$ cat src/rtl/mem_pkg.sv
// Shared types and constants for the memory access unit and its clear sequencer.
package mem_pkg;

  typedef enum logic [1:0] {
    IDLE,
    READ,
    CLEAR
  } mau_state_t;

  localparam int RAM0_WORDS = 64;
  localparam int RAM1_WORDS = 254000;
  localparam int RAM1_BASE  = 64;
  localparam int CLR_ADDR   = 254064;

  localparam logic [1:0] WEN_RAM0 = 2'b01;
  localparam logic [1:0] WEN_RAM1 = 2'b10;

endpackage

$ cat src/rtl/mau_clear_seq.sv
// RAM0 clear address counter: restarts on start, advances one word per step, wraps after the last word.
module mau_clear_seq
  import mem_pkg::*;
#(
  parameter int AW = 6
) (
  input  logic          clk,
  input  logic          reset,
  input  logic          start,
  input  logic          step,
  output logic [AW-1:0] next_addr,
  output logic          done
);

  logic [AW-1:0] clr_cnt;

  assign done      = (clr_cnt == AW'(RAM0_WORDS - 1));
  assign next_addr = clr_cnt + AW'(1);

  always_ff @(posedge clk) begin
    if (reset) begin
      clr_cnt <= '0;
    end else if (start) begin
      clr_cnt <= '0;
    end else if (step) begin
      clr_cnt <= done ? '0 : next_addr;
    end
  end

endmodule

$ cat src/rtl/mem_access_unit.sv
// Sequencer between the address decoder and the two data RAMs: registered RAM ports,
// read-latency wait, RAM0 clear sequence and a ready/busy handshake to the memory stage.
module mem_access_unit
  import mem_pkg::*;
#(
  parameter int DATA_W  = 32,
  parameter int RD_LAT  = 2,
  parameter int RAM0_AW = 6,
  parameter int RAM1_AW = 18
) (
  input  logic               clk,
  input  logic               reset,
  input  logic               ReqValid,
  output logic               ReqReady,
  input  logic               MemWrite,
  input  logic               DSel,
  input  logic               Clr,
  input  logic [1:0]         WEn,
  input  logic [31:0]        dAddr,
  input  logic [DATA_W-1:0]  WriteData,
  output logic [RAM0_AW-1:0] Ram0Addr,
  output logic               Ram0WE,
  output logic [DATA_W-1:0]  Ram0WData,
  input  logic [DATA_W-1:0]  Ram0RData,
  output logic [RAM1_AW-1:0] Ram1Addr,
  output logic               Ram1WE,
  output logic [DATA_W-1:0]  Ram1WData,
  input  logic [DATA_W-1:0]  Ram1RData,
  output logic [DATA_W-1:0]  ReadData,
  output logic               RdValid,
  output logic               Busy
);

  mau_state_t         state_q, state_d;
  logic [2:0]         lat_cnt;
  logic               sel_q;
  logic               accept, acc_clr, acc_wr, acc_rd;
  logic               in_clear;
  logic [RAM0_AW-1:0] clr_next;
  logic               clr_done;
  logic               unused_addr_bits;

  assign ReqReady = (state_q == IDLE);
  assign Busy     = (state_q != IDLE);
  assign in_clear = (state_q == CLEAR);
  assign accept   = ReqValid & ReqReady;
  assign acc_clr  = accept & Clr;
  assign acc_wr   = accept & ~Clr & MemWrite;
  assign acc_rd   = accept & ~Clr & ~MemWrite;

  // Address bits above each RAM's width carry no meaning here.
  assign unused_addr_bits = ^dAddr[31:RAM1_AW];

  mau_clear_seq #(
    .AW(RAM0_AW)
  ) u_clear_seq (
    .clk      (clk),
    .reset    (reset),
    .start    (acc_clr),
    .step     (in_clear),
    .next_addr(clr_next),
    .done     (clr_done)
  );

  always_ff @(posedge clk) begin
    if (reset) state_q <= IDLE;
    else       state_q <= state_d;
  end

  always_comb begin
    state_d = state_q;
    case (state_q)
      IDLE: begin
        if (acc_clr)     state_d = CLEAR;
        else if (acc_rd) state_d = READ;
      end
      READ:    if (lat_cnt == 3'd0) state_d = IDLE;
      CLEAR:   if (clr_done)        state_d = IDLE;
      default: state_d = IDLE;
    endcase
  end

  // RAM port registers, read latency counter and load return
  always_ff @(posedge clk) begin
    if (reset) begin
      Ram0Addr  <= '0;
      Ram0WE    <= 1'b0;
      Ram0WData <= '0;
      Ram1Addr  <= '0;
      Ram1WE    <= 1'b0;
      Ram1WData <= '0;
      ReadData  <= '0;
      RdValid   <= 1'b0;
      lat_cnt   <= 3'd0;
      sel_q     <= 1'b0;
    end else begin
      Ram0WE  <= 1'b0;
      Ram1WE  <= 1'b0;
      RdValid <= 1'b0;

      if (acc_clr) begin
        Ram0Addr  <= '0;
        Ram0WE    <= 1'b1;
        Ram0WData <= '0;
      end else if (acc_wr) begin
        // WEn of 00 or 11 matches neither target, so nothing is written.
        Ram0Addr  <= dAddr[RAM0_AW-1:0];
        Ram1Addr  <= dAddr[RAM1_AW-1:0];
        Ram0WData <= WriteData;
        Ram1WData <= WriteData;
        Ram0WE    <= (WEn == WEN_RAM0);
        Ram1WE    <= (WEn == WEN_RAM1);
      end else if (acc_rd) begin
        Ram0Addr <= dAddr[RAM0_AW-1:0];
        Ram1Addr <= dAddr[RAM1_AW-1:0];
        sel_q    <= DSel;
        lat_cnt  <= 3'(RD_LAT);
      end

      if (state_q == READ) begin
        if (lat_cnt == 3'd0) begin
          ReadData <= sel_q ? Ram1RData : Ram0RData;
          RdValid  <= 1'b1;
        end else begin
          lat_cnt <= lat_cnt - 3'd1;
        end
      end

      if (in_clear && !clr_done) begin
        Ram0Addr  <= clr_next;
        Ram0WE    <= 1'b1;
        Ram0WData <= '0;
      end
    end
  end

endmodule

$ cat config.mk
export PLATFORM = sky130hd
export DESIGN_NAME = mem_access_unit
export DESIGN_NICKNAME = d
export VERILOG_FILES = /design/src/rtl/mem_pkg.sv /design/src/rtl/mau_clear_seq.sv /design/src/rtl/mem_access_unit.sv
export SDC_FILE = /design/constraint.sdc
export NUM_CORES = 1
export LEC_CHECK = 0
export BUFFER_PORTS_ARGS = -buffer_cell sky130_fd_sc_hd__buf_2
export CAP_MARGIN = 20
export CORE_ASPECT_RATIO = 2
export CORE_MARGIN = 2
export CORE_UTILIZATION = 40
export DETAILED_ROUTE_END_ITERATION = 8
export HOLD_SLACK_MARGIN = 0.03
export PLACE_DENSITY = 0.74
export SYNTH_ARGS = -nofsm -noshare
export SYNTH_HDL_FRONTEND = slang
export SYNTH_SLANG_ARGS = --single-unit
$ cat constraint.sdc
create_clock -name clk -period 1.6 [get_ports clk]
set_input_delay 0.24 -clock clk [delete_from_list [all_inputs] [get_ports clk]]
set_output_delay 0.24 -clock clk [all_outputs]
set_load 0.005 [all_outputs]
* Yosys cells after proc, flatten, opt, wreduce, memory -nomap -nowiden
Index checks and enable logic that the tools add are counted.
** Word-level totals
- Input bits :: 136
- Flip-flop bits (word level) :: 135
- Output and inout port bits :: 125
- Word-level logic and storage cells :: 70
** Operators by class
- Bitwise gates (word level) :: 10
- Reduce and logical (&&, ||, !) cells :: 16
- Mux-type cells :: 22
- Equality and inequality tests :: 8
- Add/sub/neg operators :: 2
** Operator list (count)
- 2-to-1 mux 18 bit :: 2
- 2-to-1 mux 32 bit :: 1
- 2-to-1 mux 6 bit :: 5
- 2-to-1 mux 3 bit :: 5
- 2-to-1 mux 2 bit :: 4
- adder 6 x 1 -> 6 bit, second input constant :: 1
- == test 6 bit, second input constant :: 1
- one-hot mux 2 bit (3 select lines) :: 1
- AND reduction 2 bit :: 3
- AND reduction 3 bit :: 2
- OR reduction 3 bit :: 2
- bitwise AND 1 bit :: 5
- NOT 1 bit :: 5
- == test 2 x 1 -> 1 bit, second input constant :: 2
- == test 2 bit, second input constant :: 2
- 2-to-1 mux 1 bit :: 4
- nonzero test 2 bit :: 2
- nonzero test 4 bit :: 1
- OR reduction 2 bit :: 2
- logical NOT 3 bit :: 1
- inequality test 3 x 1 -> 1 bit, second input constant :: 1
- subtractor 3 x 1 -> 3 bit, second input constant :: 1
- logical NOT 2 bit :: 1
- inequality test 2 x 1 -> 1 bit, second input constant :: 1
- other kinds (3) :: 3

* Longest topological paths before layout
Gate-level depths: netlist (run 1).
- Depth in word-level cells :: 9
- Gate-level depth with buffers :: 8
- Mapped depth without buffers :: 5

* By module
A second synthesis (run 1) with hierarchy kept.
** Unflattened totals
- Cell total of the unflattened synthesis :: 590
- Area, all modules :: 5248.8 µm²
** Modules (own cells, without submodules)
- mem_access_unit :: times used 1, cells each 547, area an instance 4860.9 µm², seq. area each 2582.5 µm²
- mau_clear_seq :: times used 1, cells each 43, area an instance 387.9 µm², seq. area each 120.1 µm²

* Worst setup path before layout (run 1)
Ideal clock, no wire load.
- Path kind :: flip-flop to flip-flop
- Start :: reg u_clear_seq.clr_cnt[0]
- End :: reg Ram0WData[10]
- Data required time :: 1530 ps
- Arrival :: 1539 ps
- Clock period less this slack :: 1610 ps
- Path slack :: -10 ps
- Cell stages (with the launch flop) :: 7
- Setup time :: 70 ps
- Path buffers :: 1
- Cell sequence :: dfxtp_1 -> ha_1 -> nand3_1 -> o21ai_2 -> nand2_1 -> clkbuf_1 -> a21oi_1
** On the way
- Longest elaborated chain between the ends :: 4
** RTL lines
- from (decl) :: line mau_clear_seq.sv:15 : logic [AW-1:0] clr_cnt;
- from (signal assigned) :: line mau_clear_seq.sv:26 : clr_cnt <= done ? '0 : next_addr;
- == test 6 bit :: line mau_clear_seq.sv:17 : assign done = (clr_cnt == AW'(RAM0_WORDS - 1));
- logical NOT 1 bit :: line mem_access_unit.sv:129 : if (in_clear && !clr_done) begin
- logical AND 1 bit :: line mem_access_unit.sv:129
- OR reduction 3 bit (no source line)
- to (signal assigned) :: line mem_access_unit.sv:109 : Ram0WData <= WriteData;
- to (decl) :: line mem_access_unit.sv:23 : output logic [DATA_W-1:0] Ram0WData,
No other way between the ends.
A chain may end at the register's enable or synchronous reset.

* Worst setup path in the final report (run 1)
- Start :: reg state_q[1]
- End :: reg lat_cnt[1]
** On the way
- Longest elaborated chain between the ends :: 9
- Elaborated cells on any way between the ends :: 12
- Those cells by class :: 1 x eq/ne; 5 x mux; 5 x bitwise; 1 x reduce/logical
** RTL lines
- from (decl) :: line mem_access_unit.sv:34 : mau_state_t state_q, state_d;
- from (signal assigned) :: line mem_access_unit.sv:67 : else state_q <= state_d;
- logical NOT 2 bit :: line mem_access_unit.sv:43 : assign ReqReady = (state_q == IDLE);
- bitwise AND 1 bit :: line mem_access_unit.sv:46 : assign accept = ReqValid & ReqReady;
- bitwise AND 1 bit :: line mem_access_unit.sv:48, mem_access_unit.sv:49
- bitwise AND 1 bit :: line mem_access_unit.sv:49 : assign acc_rd = accept & ~Clr & ~MemWrite;
- 2-to-1 mux 3 bit :: line mem_access_unit.sv:113 : end else if (acc_rd) begin
- 2-to-1 mux 3 bit :: line mem_access_unit.sv:105 : end else if (acc_wr) begin
- 2-to-1 mux 3 bit :: line mem_access_unit.sv:101 : if (acc_clr) begin
- 2-to-1 mux 3 bit :: line mem_access_unit.sv:121 : if (lat_cnt == 3'd0) begin
- 2-to-1 mux 3 bit (*) :: line mem_access_unit.sv:120 : if (state_q == READ) begin
- to (signal assigned) :: line mem_access_unit.sv:117 : lat_cnt <= 3'(RD_LAT);
- to (signal assigned) :: line mem_access_unit.sv:125 : lat_cnt <= lat_cnt - 3'd1;
- to (decl) :: line mem_access_unit.sv:35 : logic [2:0] lat_cnt;
Every way passes the cells marked *; elsewhere a longest branch is shown, timed or not.

==> metrics, run 1 <==
post-route insts no fill=between 1,000 and 1,500; Combinational Power Share=a little under a tenth; Die H=~160 um; Final Setup Violations=0; design area=about 7300 um2; Worst-path clk slew=0.06 ns; r2r worst-path depth=5; Post-Syn Area per Cell=8.70 um2; Slew @ Worst Pin=roughly 0.36 ns; CP Max Fanout=6; PwrDens=roughly 1100 nW/um2; count leader, synth=nand2_1; vias in the first global route=~4,800; Max Root-Sink Buffers=2; synthesized area=5140 um2; Net Sw Frac=about a quarter; GP Congestion=between 0.8 and 0.9; clock skew=between 0.007 and 0.008 ns; FF-to-FF End=lat_cnt[1]; Worst-Skew Late Latency=0.40 ns; synth warn=0; total vias in the final route=between 4,000 and 5,000; Final Critical Period=1.52 ns; final-stage net count=about 980; Post-synth top cells=nand2_1 (146), dfxtp_1 (135), a21oi_1 (97), nor2_1 (42); outcome=complete, no violations; Arr. time, crit path=1.84 ns; Starting DRT DRC Count=153; Final TNS setup=0 ns; routed len/inst=~14 um; Leak=3.24 nW; GR Overflow Total=0; sequential share of power=between 40 and 50%; setup ws final=0.0787 ns; CTS buffer count=17; number of synthesized flops with an enable pin=0; antenna viol nets, final=0; peak supply drop=between 0.9 and 1 mV; crit path kind=flop to flop; CP max stage delay=0.54 ns; GRT met3 Usage=under 10%; global route hottest layer=met2; Total Routing Usage GR=approximately a fifth; port bufs=between 200 and 250; Psw=~2.0 mW; clock share of power=a little under 50%; Worst setup endpoint=lat_cnt[1]; HPWL reported at the end of detailed placement=between 10,000 and 15,000 um; initial core utilization=roughly two fifths; Inst Count DP=972; CTS tree=built; GRT met2 Usage=40.0%; Fillers=1,208; top_reg_cell synth=dfxtp_1; DR pass1 iterations=4; total power=between 8 and 9 mW; die width=between 80 and 90 um; Slew HR=75.4%; Slew Viols, Final=0; CP required=around 1.9 ns; flops & latches, synth=135; Hold WC Path Type=input port to flop; pin count of the biggest net entering global routing=83; asr flop ratio synth=0%; CTS Hold Buffers Added=0; DP Area=6650 um2; layout cells sized above 1=a little under two fifths; reg2reg start=state_q[1]; slowest cell on the critical path=or4b_4; Worst Setup End Kind=flop; period utilization=a little over nine tenths; r2r setup slk=roughly 0.079 ns; TritonCTS Sinks=roughly 140; cells along the critical path=or4b_4 -> buf_4 -> nor2_4 -> nor3_1 -> a211oi_2; Final Hold Vio Count=0; crit path launch=state_q[1]; Syn-to-layout area delta=42.5%; row count=58; Synth area leader=dfxtp_1; top cell type's share of synthesized area=a little over half; die area=between 10,000 and 15,000 um2; Internal Dissipation=6.43 mW; f_max=~0.66 GHz; GRT met1 Usage=between 10% and 20%; Syn Nets=730; initial antenna violation count=0; number of remaining DRC errors=0; Mapped Cells=a little under 600; # diodes=0; HP Start=WEn[0]; CP Launch Type=flop; first-pass GRT wire length=about 22,000 um; Placeable Area=about 13,000 um2; post-synthesis sequential area ratio=52.6%; CTS Root Cell=clkbuf_16; pre-CTS WS=between 0.03 and 0.04 ns; maxcap violations=0; Synth area leaders=dfxtp_1 (53%), nand2_1 (11%), a21oi_1 (9.4%), mux2i_1 (6.2%), a211oi_1 (4.7%); distinct cell type count after synthesis=45; Total Wirelength=between 10,000 and 15,000 um; vias per cell=just under 5; I/O Pins=roughly 260; H-tree levels=4
-- logic make-up (layout without fill, tap and decap cells) --
family                   Yosys count  count (layout)  synth area share, %
AO/OA/AOI/OAI                    151             151                 17.2
multiplexers                      32              32                 6.23
AND/OR/NAND/NOR                  215             215                 17.8
buffers and inverters             51             316                 4.77
XOR/XNOR                           4               4                0.682
adder cells (fa/ha/maj)            3               3                0.730
flip-flops                       135             135                 52.6
-- worst min-delay path by stage --
stage | to | slack (ns) | depth (start not counted)
after floorplan | Ram1WE | 0.31 | 1
after global placement | Ram1WData[13] | 0.44 | 2
after detailed placement | Ram1Addr[6] | 0.44 | 2
after CTS | Ram1WE | 0.04 | 2
after global routing | Ram1WE | 0.04 | 2
final | Ram1WE | 0.06 | 2
-- critical path: cells and delay by family (launching register included) --
family | cells | cell delay (ns)
AO/OA/AOI/OAI | 1 | 0.20
flip-flops | 1 | 0.35
AND/OR/NAND/NOR | 3 | 0.73
buffers and inverters | 1 | 0.17
-- final cells by class --
class / instances / area (um2) / share of cell area, %
Sequential cell: 135 / 2710 / 36.9
Multi-Input combinational cell: 405 / 2230 / 30.5
Timing Repair Buffer: 276 / 1550 / 21.1
Clock buffer: 20 / 457 / 6.23
Tap cell: 150 / 188 / 2.56
Clock inverter: 12 / 165 / 2.25
Inverter: 8 / 30.0 / 0.410
-- registers in the layout, indices dropped and copies added (netlist names) --
| register | cells |
|---|---|
| Ram0Addr | 6 |
| Ram0WData | 32 |
| Ram0WE | 1 |
| Ram1Addr | 18 |
| Ram1WData | 32 |
| Ram1WE | 1 |
| RdValid | 1 |
| ReadData | 32 |
| lat_cnt | 3 |
| sel_q | 1 |
| state_q | 2 |
| u_clear_seq.clr_cnt | 6 |
-- power groups by stage --
| stage | clock network, mW | registers, mW | logic [mW] |
|---|---|---|---|
| 6_report | 4.04 | 3.54 | 0.802 |
| 5_1_grt | 4.27 | 3.55 | 0.890 |
| 4_1_cts | 4.13 | 3.54 | 0.801 |
| 3_5_place_dp | 0 | 3.61 | 0.798 |
| 3_3_place_gp | 0 | 3.61 | 0.788 |
| 2_1_floorplan | 0 | 3.62 | 0.360 |
-- placed cells by master, fill, tap and decap left out, types with 2 or more instances in the layout --
cell        count
a211oi_1       30
nor2_1         42
xor2_1          2
or3_1           2
nand2_1       145
o21ai_0         5
dfxtp_2         3
inv_1           8
dfxtp_1       132
clkbuf_16      18
nand3_1         4
a21oi_1        97
o31ai_1         2
nand2b_1        3
nor3_1          2
buf_2         246
o211ai_1        2
bufinv_16       3
a211oi_2        3
mux2i_1        32
buf_12          6
clkinv_4        2
clkbuf_8        2
clkinvlp_4      3
and2_1          2
ha_1            3
inv_6           4
buf_4          23
xnor2_1         2
o21ai_1         3
-- routing by layer --
metal  vias to the layer above  wire [um]
met5                         -          0
met4                         0        337
met3                        21        902
met2                       195       8000
met1                      2212       4920
li1                       2513          -
-- metrics by stage --
stage / hold WS (ns) / utilization [%]
after floorplan: 0.311 / -
after global placement: 0.439 / 52.9
after detailed placement: 0.443 / 52.9
after CTS: 0.0439 / 57.9
after global routing: 0.0385 / 58.4
final: 0.0617 / 58.4
-- repair_timing --
action | 4_1_cts | 5_1_grt
gates resized for setup | 0 | 6
buffers inserted | 0 | 1
setup endpoints to repair | 0 | 44
Power figures use the tool's default switching activity.
==> run 2: changes to the inputs <==
--- a/config.mk
+++ b/config.mk
@@ -11,6 +11,7 @@
 export CORE_MARGIN = 2
 export CORE_UTILIZATION = 40
 export DETAILED_ROUTE_END_ITERATION = 8
+export GPL_TIMING_DRIVEN = 0
 export HOLD_SLACK_MARGIN = 0.03
 export PLACE_DENSITY = 0.74
 export SYNTH_ARGS = -nofsm -noshare
==> run 2 against run 1 <==
Non-clock buffer count increased by 17. Sequential power barely moved. Critical path depth increased by 2. First-iteration DRC count up 14%. Count of clock-buffer cells in the layout fell by 1. Maximum frequency is 2.5% lower. Routed wire length grew 13%. Critical path type unchanged. Critical endpoint is now ReadData[19]. Largest cell class unchanged.
==> metrics, run 2 (synthesis results as in run 1) <==
Leak=around 3.3 nW; final-stage net count=roughly 1,000; Worst-path clk slew=0.06 ns; r2r worst-path depth=7; Top cell by count, worst path=buf_6; Final Critical Period=~1.6 ns; pin count of the biggest net entering global routing=17; H-tree levels=4; f_max=0.641 GHz; Max Root-Sink Buffers=2; CP Max Fanout=10; Slew @ Worst Pin=~0.70 ns; worst path bufs/invs=3; Final Hold Vio Count=0; pre-CTS WS=-0.565 ns; CP max stage delay=~0.3 ns; DR pass1 iterations=4; PwrDens=~1100 nW/um2; HP Start=dAddr[12]; cells along the critical path=buf_6 -> nand2b_1 -> nor3b_4 -> buf_6 -> buf_4 -> nor2_1 -> a211oi_1; TritonCTS Sinks=between 100 and 150; GP Congestion=a little under 0.9; Fillers=1,168; period utilization=97.6%; CP required=1.92 ns; Placeable Area=roughly 13,000 um2; Hold WC Path Type=input port to flop; Slew Viols, Final=0; initial antenna violation count=0; crit path kind=flop to flop; Final TNS setup=0 ns; number of remaining DRC errors=0; total vias in the final route=just over 5,000; outcome=complete, no violations; commonest non-fill, non-tap cells in the layout=buf_2 (256), nand2_1 (143), dfxtp_1 (132); crit-path leading delay family=buffers and inverters; RSZ-0062 raised after global routing=true; maxcap violations=0; slowest cell on the critical path=dfxtp_1; vias per cell=4.99; Starting DRT DRC Count=174; vias in the first global route=between 5,000 and 6,000; Hold Crit Depth=3; initial core utilization=about two fifths; Worst-Skew Late Latency=about 0.42 ns; I/O Pins=261; Total Routing Usage GR=between 20% and 30%; HPWL reported at the end of detailed placement=between 10,000 and 15,000 um; Final Setup Violations=0; # diodes=0; Total Wirelength=16,000 um; CP Launch Type=flop; row count=between 50 and 60; antenna viol nets, final=0; Syn-to-layout area delta=43.9%; first-pass GRT wire length=24,800 um; FF-to-FF End=ReadData[19]; layout cells sized above 1=38.5%; CTS Root Cell=clkbuf_16; Slew HR=53.2%; clock skew=between 0.007 and 0.008 ns; Die H=about 160 um; CTS buffer count=17; commonest non-fill, non-tap cell in the layout=buf_2; die width=about 84 um; GR Overflow Total=0; fin util=58.9%; r2r setup slk=~0.039 ns; Worst Setup End Kind=flop; routed len/inst=between 15 and 20 um; hold path endpoint=Ram1Addr[12]; setup ws final=just under 0.04 ns; Largest regs=Ram0WData x32, Ram1WData x32, ReadData x32; port bufs=~250; peak supply drop=just over 0.8 mV; die area=about 14,000 um2; CTS tree=built; Arr. time, crit path=between 1.5 and 2 ns; reg2reg start=state_q[1]
==> run 2: layout make-up <==
cell class	instances	area [um2]	area share [%]
sequential	135	2710	36.6
timing repair buffer	252	1280	17.3
multi-input combinational	405	2280	30.8
buffer	41	303	4.09
clock inverter	13	169	2.28
inverter	8	30.0	0.406
tap	150	188	2.54
clock buffer	19	443	5.99
==> run 2: worst reg2reg max path: cells and delay by family, from the launching register on <==
kind	cells	cell delay (ns)
AO/OA/AOI/OAI	1	0.23
buffers and inverters	3	0.47
flip-flops	1	0.30
AND/OR/NAND/NOR	3	0.47
==> run 2: what timing repair did <==
action,CTS,global route
gates resized for setup,30,30
pin swaps,2,2
gates cloned,0,1
setup buffers,4,0
hold buffers,1,0
endpoints found under the setup margin,97,97
hold endpoints to repair,1,0
==> run 2: where the power goes <==
| part | internal [mW] | leakage, nW | total [mW] | switching (mW) |
|---|---|---|---|---|
| Clock | 2.52 | 0.299 | 4.03 | 1.51 |
| Sequential | 3.48 | 1.10 | 3.54 | 0.0616 |
| Combinational | 0.382 | 1.87 | 0.827 | 0.445 |
==> run 2: per-layer routing <==
| layer | part of all wire (%) | track usage [%] | vias to the layer above |
|---|---|---|---|
| met1 | 34 | 21.6 | 2321 |
| li1 | - | - | 2540 |
| met4 | 2.4 | 9.24 | 0 |
| met2 | 57 | 45.7 | 216 |
| met3 | 6.3 | 5.48 | 28 |
| met5 | 0 | 0 | - |
==> run 2: worst max path at each step <==
stage,startpoint,endpoint,depth (start not counted),slack [ns]
2_1_floorplan,u_clear_seq.clr_cnt[0],Ram0WData[10],6,0.02
3_3_place_gp,u_clear_seq.clr_cnt[0],Ram0WData[27],6,-0.47
3_5_place_dp,u_clear_seq.clr_cnt[0],Ram0WData[23],6,-0.56
4_1_cts,state_q[1],Ram1WData[21],8,-0.02
5_1_grt,state_q[1],ReadData[29],7,-0.05
6_report,state_q[1],ReadData[19],7,0.04
==> run 2: stage by stage <==
step / cells / power [mW] / hold WS (ns) / cell area (um2)
after floorplan: 591 / 3.98 / 0.311 / 5140
after global placement: 987 / 4.37 / 0.431 / 6560
after detailed placement: 987 / 4.39 / 0.435 / 6560
after CTS: 1024 / 8.44 / 0.0495 / 7310
after global routing: 1023 / 8.70 / 0.0564 / 7400
final: 1023 / 8.40 / 0.0620 / 7400
==> run 3: changes to the inputs <==
--- a/config.mk
+++ b/config.mk
@@ -13,7 +13,7 @@
 export DETAILED_ROUTE_END_ITERATION = 8
 export GPL_TIMING_DRIVEN = 0
 export HOLD_SLACK_MARGIN = 0.03
-export PLACE_DENSITY = 0.74
+export PLACE_DENSITY = 0.72
 export SYNTH_ARGS = -nofsm -noshare
 export SYNTH_HDL_FRONTEND = slang
 export SYNTH_SLANG_ARGS = --single-unit
==> constraint.sdc (replaced) <==
create_clock -name clk -period 1.7 [get_ports clk]
set_input_delay 0.255 -clock clk [delete_from_list [all_inputs] [get_ports clk]]
set_output_delay 0.255 -clock clk [all_outputs]
set_load 0.005 [all_outputs]
==> run 3 against run 2 <==
Sequential cell count did not move. Global-route usage fell by 0.38 points. Sequential power fell by 5.9%. Maximum frequency fell by 4.1%. Cell count did not move. Largest cell class unchanged.
==> metrics, run 3 (synthesis results as in run 1) <==
Starting DRT DRC Count=approximately 130; Slew HR=roughly 54%; final-stage net count=about 1,000; commonest non-fill, non-tap cell in the layout=buf_2; clock share of power=about half; Worst Setup End Kind=flop; Worst-Skew Late Latency=roughly 0.42 ns; Leak=3.24 nW; Max Root-Sink Buffers=2; die width=roughly 84 um; Worst-path clk slew=0.06 ns; Slew @ Worst Pin=~0.68 ns; initial antenna violation count=1; Die H=between 150 and 200 um; I/O Pins=about 260; Internal Dissipation=~6 mW; DP Area=between 6000 and 7000 um2; GP Congestion=approximately 0.86; CP max stage delay=approximately 0.50 ns; commonest non-fill, non-tap cells in the layout=buf_2 (258), nand2_1 (145), dfxtp_1 (132); Total Routing Usage GR=between 20% and 30%; CTS Root Cell=clkbuf_16; Fillers=between 1,000 and 1,500; CP Launch Type=flop; PwrDens=between 1000 and 1500 nW/um2; outcome=complete, no violations; DR pass1 iterations=4; GR Overflow Total=0; period utilization=between 90% and 100%; Slew Viols, Final=0; vias per cell=4.91; H-tree levels=4; crit path kind=flop to flop; HPWL reported at the end of detailed placement=~12,000 um; CP required=2.00 ns; Arr. time, crit path=1.93 ns; CTS buffer count=17; TritonCTS Sinks=around 140; slowest cell on the critical path=or4b_1; CTS tree=built; total vias in the final route=5,024; routed len/inst=approximately 15 um; antenna viol nets, final=0; row count=slightly below 60; Largest regs=Ram0WData x32, Ram1WData x32, ReadData x32; worst hold slack=~0.072 ns; Net Sw Frac=a little under a quarter; layout cells sized above 1=37.5%; first-pass GRT wire length=between 20,000 and 25,000 um; Placeable Area=~13,000 um2; Top cell by count, worst path=buf_6; Final Setup Violations=0; vias in the first global route=roughly 5,000; clock skew=0.0200 ns; Total Wirelength=roughly 16,000 um; f_max=just over 0.6 GHz; initial core utilization=between 40% and 50%; design area=around 7300 um2; pin count of the biggest net entering global routing=17; Final Critical Period=around 1.6 ns; r2r setup slk=between 0.07 and 0.08 ns; Hold WC Path Type=input port to flop; Syn-to-layout area delta=42.3%; number of remaining DRC errors=0; Inst Count DP=approximately 1,000; Final Hold Vio Count=0; CP Max Fanout=10; sequential share of power=42.2%; post-route insts no fill=1,023; port bufs=246; Psw=~1.9 mW; cells along the critical path=buf_6 -> or4b_1 -> buf_2 -> buf_6 -> o211ai_2 -> a21oi_1; maxcap violations=0; Combinational Power Share=about a tenth; die area=roughly 14,000 um2; peak supply drop=0.761 mV
## run 3: final timing paths
path | to | startpoint | depth (start not counted)
worst max register to register | Ram0Addr[4] | state_q[1] | 6
worst max-delay path | Ram0Addr[4] | state_q[1] | 6
worst min register to register | Ram1WData[5] | Ram1WData[5] | 2
worst min-delay path | Ram1Addr[10] | dAddr[10] | 3
## run 3: power by group through the flow
| stage | sequential (mW) | clock [mW] | combinational (mW) |
|---|---|---|---|
| final | 3.33 | 3.82 | 0.752 |
| after global routing | 3.34 | 4.03 | 0.835 |
| after CTS | 3.33 | 3.88 | 0.747 |
| after detailed placement | 3.40 | 0 | 0.726 |
| after global placement | 3.40 | 0 | 0.719 |
| after floorplan | 3.41 | 0 | 0.339 |
## run 3: through the flow
step,power (mW),setup TNS [ns],util [%],worst slack [ns]
finish,7.90,0,58.3,0.0721
global route,8.21,-0.222,58.3,-0.0283
CTS,7.96,0,57.8,0.0212
detailed placement,4.13,-16.62,52.2,-0.472
global placement,4.12,-15.40,52.2,-0.434
floorplan,3.75,0,-,0.0902
## run 3: timing repair
item,4_1_cts,5_1_grt
setup endpoints to repair,68,72
buffers inserted,3,0
pin swaps,1,1
gates resized for setup,15,19
hold buffers,1,0
hold endpoints to repair,1,0
## run 3: cell type report
class,instances,area [um2],share of cell area (%)
timing repair buffer,250,1260,17.3
buffer,42,251,3.44
clock inverter,13,165,2.26
multi-input combinational,405,2250,30.8
inverter,8,30.0,0.411
sequential,135,2710,37.0
tap,150,188,2.57
clock buffer,19,453,6.19
antenna,1,2.50,0.0342
## run 3: critical path, delay by kind of cell (launching register included)
family                 cells  cell delay (ns)
flip-flops                 1             0.30
buffers and inverters      3             0.49
AO/OA/AOI/OAI              2             0.21
AND/OR/NAND/NOR            1             0.50
## run 3: metal layers
layer | wire [um] | part of all wire (%) | global-route usage (%) | up-vias
met4 | 383 | 2.4 | 9.97 | 0
met1 | 5340 | 34 | 20.8 | 2241
li1 | - | - | - | 2551
met2 | 8960 | 57 | 44.7 | 205
met5 | 0 | 0 | 0 | -
met3 | 946 | 6.0 | 5.88 | 27
